## src/rtl/lcg_predict.sv

```systemverilog
// LCG sequence predictor: regenerates x' = (x*a + c) mod m from a recovered seed and
// streams the predicted values (after an optional skip) over a valid/ready port.
module lcg_predict #(
    parameter int W     = 32,
    parameter int CNT_W = 16
) (
    input  logic             CLK,
    input  logic             RST,
    input  logic [W-1:0]     MODULUS,
    input  logic [W-1:0]     MULTIPLIER,
    input  logic [W-1:0]     INCREMENT,
    input  logic             seed_valid,
    output logic             seed_ready,
    input  logic [W-1:0]     seed,
    input  logic [CNT_W-1:0] skip,
    input  logic [CNT_W-1:0] count,
    output logic             out_valid,
    input  logic             out_ready,
    output logic [W-1:0]     out_value,
    output logic [CNT_W-1:0] out_index,
    output logic             out_last,
    output logic             busy,
    output logic             error
);

    localparam int PW = 2*W + 1;
    localparam int BW = $clog2(PW);
    localparam logic [BW-1:0]    LAST_BIT = BW'(PW - 1);
    localparam logic [BW-1:0]    BIT_ONE  = BW'(1);
    localparam logic [CNT_W-1:0] CNT_ONE  = CNT_W'(1);

    typedef enum logic [1:0] {
        S_IDLE,
        S_MUL,
        S_MOD,
        S_EMIT
    } state_t;

    state_t state, state_nx;

    logic [W-1:0]     x, m_q, a_q, c_q;
    logic [CNT_W-1:0] skip_q, count_q, skipped, idx;
    logic [PW-1:0]    p, prod;
    logic [W-1:0]     r, r_nx;
    logic [W:0]       r_sh;
    logic [BW-1:0]    bit_cnt;
    logic             err_q;
    logic             accept, last_bit, more_skip, final_beat;

    assign accept     = seed_valid && (state == S_IDLE);
    assign last_bit   = (bit_cnt == LAST_BIT);
    assign more_skip  = (skipped < skip_q);
    assign final_beat = (idx == count_q - CNT_ONE);

    // Full-width product: no truncation before the reduction.
    assign prod = PW'(x) * PW'(a_q) + PW'(c_q);

    // One restoring step: the partial remainder is < m, so the shifted value fits W+1 bits
    // and after a conditional subtract fits back into W bits.
    assign r_sh = {r, p[PW-1]};
    assign r_nx = (r_sh >= {1'b0, m_q}) ? W'(r_sh - {1'b0, m_q}) : r_sh[W-1:0];

    always_ff @(posedge CLK) begin
        if (RST) state <= S_IDLE;
        else     state <= state_nx;
    end

    always_comb begin
        state_nx = state;
        case (state)
            S_IDLE: begin
                // Zero modulus or zero count: job is latched but nothing is generated.
                if (accept && (MODULUS != '0) && (count != '0))
                    state_nx = S_MUL;
            end
            S_MUL:  state_nx = S_MOD;
            S_MOD: begin
                if (last_bit)
                    state_nx = more_skip ? S_MUL : S_EMIT;
            end
            S_EMIT: begin
                if (out_ready)
                    state_nx = final_beat ? S_IDLE : S_MUL;
            end
            default: state_nx = S_IDLE;
        endcase
    end

    always_ff @(posedge CLK) begin
        if (RST) begin
            x       <= '0;
            m_q     <= '0;
            a_q     <= '0;
            c_q     <= '0;
            skip_q  <= '0;
            count_q <= '0;
            skipped <= '0;
            idx     <= '0;
            p       <= '0;
            r       <= '0;
            bit_cnt <= '0;
            err_q   <= 1'b0;
        end else begin
            case (state)
                S_IDLE: begin
                    if (accept) begin
                        x       <= seed;
                        m_q     <= MODULUS;
                        a_q     <= MULTIPLIER;
                        c_q     <= INCREMENT;
                        skip_q  <= skip;
                        count_q <= count;
                        skipped <= '0;
                        idx     <= '0;
                        err_q   <= (MODULUS == '0);
                    end
                end
                S_MUL: begin
                    p       <= prod;
                    r       <= '0;
                    bit_cnt <= '0;
                end
                S_MOD: begin
                    p       <= {p[PW-2:0], 1'b0};
                    r       <= r_nx;
                    bit_cnt <= bit_cnt + BIT_ONE;
                    if (last_bit) begin
                        x <= r_nx;
                        if (more_skip)
                            skipped <= skipped + CNT_ONE;
                    end
                end
                S_EMIT: begin
                    if (out_ready && !final_beat)
                        idx <= idx + CNT_ONE;
                end
                default: ;
            endcase
        end
    end

    assign seed_ready = (state == S_IDLE);
    assign busy       = (state != S_IDLE);
    assign out_valid  = (state == S_EMIT);
    // x only changes outside EMIT, so the beat holds steady under backpressure.
    assign out_value  = x;
    assign out_index  = idx;
    assign out_last   = out_valid && final_beat;
    assign error      = err_q;

endmodule
```

## config.mk

```make
export PLATFORM = sky130hd
export DESIGN_NAME = lcg_predict
export DESIGN_NICKNAME = d
export VERILOG_FILES = /design/src/rtl/lcg_predict.sv
export SDC_FILE = /design/constraint.sdc
export NUM_CORES = 2
export LEC_CHECK = 0
export CORE_ASPECT_RATIO = 1.25
export CORE_UTILIZATION = 40
export CTS_CLUSTER_DIAMETER = 150
export DETAILED_ROUTE_END_ITERATION = 10
export GPL_ROUTABILITY_DRIVEN = 0
export PLACE_DENSITY_LB_ADDON = 0.1
export SYNTH_ARGS = -nofsm -noshare
export SYNTH_HDL_FRONTEND = slang
export SYNTH_SLANG_ARGS = --single-unit
```

## constraint.sdc

```tcl
create_clock -name CLK -period 8.2 [get_ports CLK]
set_clock_uncertainty 0.05 [all_clocks]
set_input_delay 1.64 -clock CLK [delete_from_list [all_inputs] [get_ports CLK]]
set_output_delay 1.64 -clock CLK [all_outputs]
set_load 0.1 [all_outputs]
```

==> reports/qor.yml <==
end_kind: "flop"
io_buffers: 216
drt_iter0_drc: 1806
row_count: 143
yosysMostFrequentCell: "inv_1"
dieArea_um2: 125000
synthCells: 5761
finalSetupTns_ps: 0
seq_area_frac_synth_pct: 12.1
period_share_pct: 96.2
yosysTopAreaCellShare_pct: 37.7
tritoncts: "yes"
synth_warnings: 0
antenna_found_initial: 6
period_needed_ps: 7890
rsz0062_at_grt: "no"
hold_viol: 0
setup_viol: 0
syn_avg_cell_area_um2: 8.57
outcome: "finished clean"
reg2regPathDepth: 26
power.leakage_uw: 0.0264
grt-ovfl-total: 0
cts.path.max_buffers: 3
path_delay_family: "adder cells"
yosys-top-cells-area: "fa_1 (38%), dfxtp_1 (12%), ha_1 (8.2%), inv_1 (8.0%), and2_1 (7.9%)"
first_pass_iters: 5
ys_seq_elements: 299
ant_nets: 0
cts_buffers: 40
worstHoldStart: "skip_q[7]$_SDFFE_PP0P_"
min_path_type: "reg -> reg"
drv_slew: 0
yosysUniqueCellTypes: 74
clk-insertion-delay-late_ps: 640
async_flop_share_pct: 0
arrival_ps: 8300
rr_endpoint: "p[52]$_SDFFE_PP0P_"
core-area_um2: 122000
dp_hpwl_mm: 122
ctsHoldBuffers: 0
synth_area_leader_cell: "fa_1"
final_nets: 7263
dieHeight_um: 395
io_pins: 217
via_per_inst: 5.19
synth_fp_nets: 7179
r2r_start: "out_value[19]$_SDFFE_PP0P_"
netlist_area_um2: 49300
worst_pin_slew_ps: 1060
die_x_um: 316
whs_endpoint: "skip_q[7]$_SDFFE_PP0P_"
power_uw: 19200
drc: 0
cp_num_buf_inv: 6
drive_gt1_share_pct: 4.90
critPathMaxStageDelay_ps: 550
grt_max_degree: 108
fmax_mhz: 127
power-per-cell-area_nw_per_um2: 346
cp_data_required_time_ps: 8610
vias: 38800
final.fill_count: 12300
crit_path_max_fanout: 21
start_kind: "flop"
synth_edf_count: 0
clkSlewWorstSetupHoldPaths_ps: 60
areaGrowthSynthToFinish_pct: 12.1
reg2reg_slack_ps: 310
hold_depth: 2
yosys-top-cells-count: "inv_1 (1049), fa_1 (930), nand2_1 (860)"
clock-root-buffer: "clkbuf_16"
cts.htree.levels: 2
critPathSlowestCell: "fa_1"
post-cts-setup-buffer-count: 0
path_common_cell: "fa_1"
cts_sinks: 299
gr-usage-all-layers_pct: 25.2
grt_pass1_wl_mm: 241
slew_headroom_pct: 29.0
grt_pass1_vias: 41900
initial_core_util_pct: 40.4
synthFlopType: "dfxtp_1"
crit_type: "reg -> reg"
cts_resized: 1
max-vdd-ir-drop_mv: 0.319
num_antenna_cells: 0
wire_per_inst_um: 20.4
routed_wl_mm: 152
maxCapViolations: 0
-- how the worst max path moves through the flow --
stage	start	endpoint	cells after the start
floorplan	out_value[30]$_SDFFE_PP0P_	p[53]$_SDFFE_PP0P_	25
global placement	out_value[11]$_SDFFE_PP0P_	p[53]$_SDFFE_PP0P_	26
detailed placement	out_value[11]$_SDFFE_PP0P_	p[53]$_SDFFE_PP0P_	26
CTS	a_q[7]$_SDFFE_PP0P_	p[53]$_SDFFE_PP0P_	26
global route	a_q[10]$_SDFFE_PP0P_	p[53]$_SDFFE_PP0P_	26
finish	out_value[19]$_SDFFE_PP0P_	p[52]$_SDFFE_PP0P_	26
-- through the flow --
step	instance area [um^2]	worst slack (ps)	hold WS [ps]	utilization, %	std cells
6_report	55300	309	404	45.3	7470
5_1_grt	55300	7.43	424	45.3	7470
4_1_cts	55300	28.6	406	45.3	7470
3_5_place_dp	53800	98.3	397	44.1	7398
3_3_place_gp	53800	56.9	394	44.1	7398
2_1_floorplan	49300	293	386	-	5761
-- flip-flops by register name, summed over array words and instances (netlist names) --
register	flops
p	65
a_q	32
c_q	32
m_q	32
out_value	32
r	32
count_q	16
out_index	16
skip_q	16
skipped	16
bit_cnt	7
state	2
error	1
-- power breakdown --
group | switching [uW] | internal [uW] | total, uW
clock | 829 | 1120 | 1950
sequential | 352 | 1780 | 2130
combinational | 9440 | 5630 | 15100
-- final cells by class --
| cell class | instances | area (um^2) | area share [%] |
|---|---|---|---|
| clock buffer | 50 | 1090 | 1.97 |
| clock inverter | 22 | 334 | 0.604 |
| inverter | 1050 | 3940 | 7.12 |
| multi-input combinational | 4062 | 38100 | 68.9 |
| sequential | 299 | 6000 | 10.8 |
| tap | 1595 | 2000 | 3.61 |
| timing repair buffer | 392 | 3830 | 6.92 |
-- per-layer routing --
metal  GRT usage [%]  up-vias  wire length, um
met5               0        -               17
met4            8.45        2             5580
met3            2.69      225             6300
met2            45.6      864            79000
met1            30.9    19800            61500
li1                -    17900                -
-- worst register-to-register path, stage by stage (launching register included) --
cell and delay, ps:
dfxtp_1 300, buf_4 310, buf_6 310, and2_1 190
fa_1 420, inv_1 80, fa_1 450, fa_1 520
fa_1 520, inv_1 50, fa_1 550, fa_1 430
fa_1 550, inv_1 70, fa_1 520, inv_1 60
ha_1 320, nand2_1 120, o21a_1 230, o21a_1 160
o21ai_0 140, a21oi_1 110, o211ai_1 430, a21boi_0 300
a21oi_1 250, xnor2_1 160, o22ai_1 100
-- placed cells by master, fill, tap and decap left out, drive strengths merged, types with 114 or more instances in the layout --
master,instances
inv,1055
dfxtp,299
ha,324
buf,177
and2,625
a21oi,283
nand2,860
o21ai,114
clkdlybuf4s50,215
fa,930
nor2,193
-- logic make-up after synthesis --
kind of cell	share of synthesized area [%]
simple gates	18.9
buf+inv	10.7
fa+ha+maj	45.9
compound gates	9.34
flops	12.1
xor+xnor	2.11
mux	0.882
Note: power is estimated with default switching activity, not from simulation.
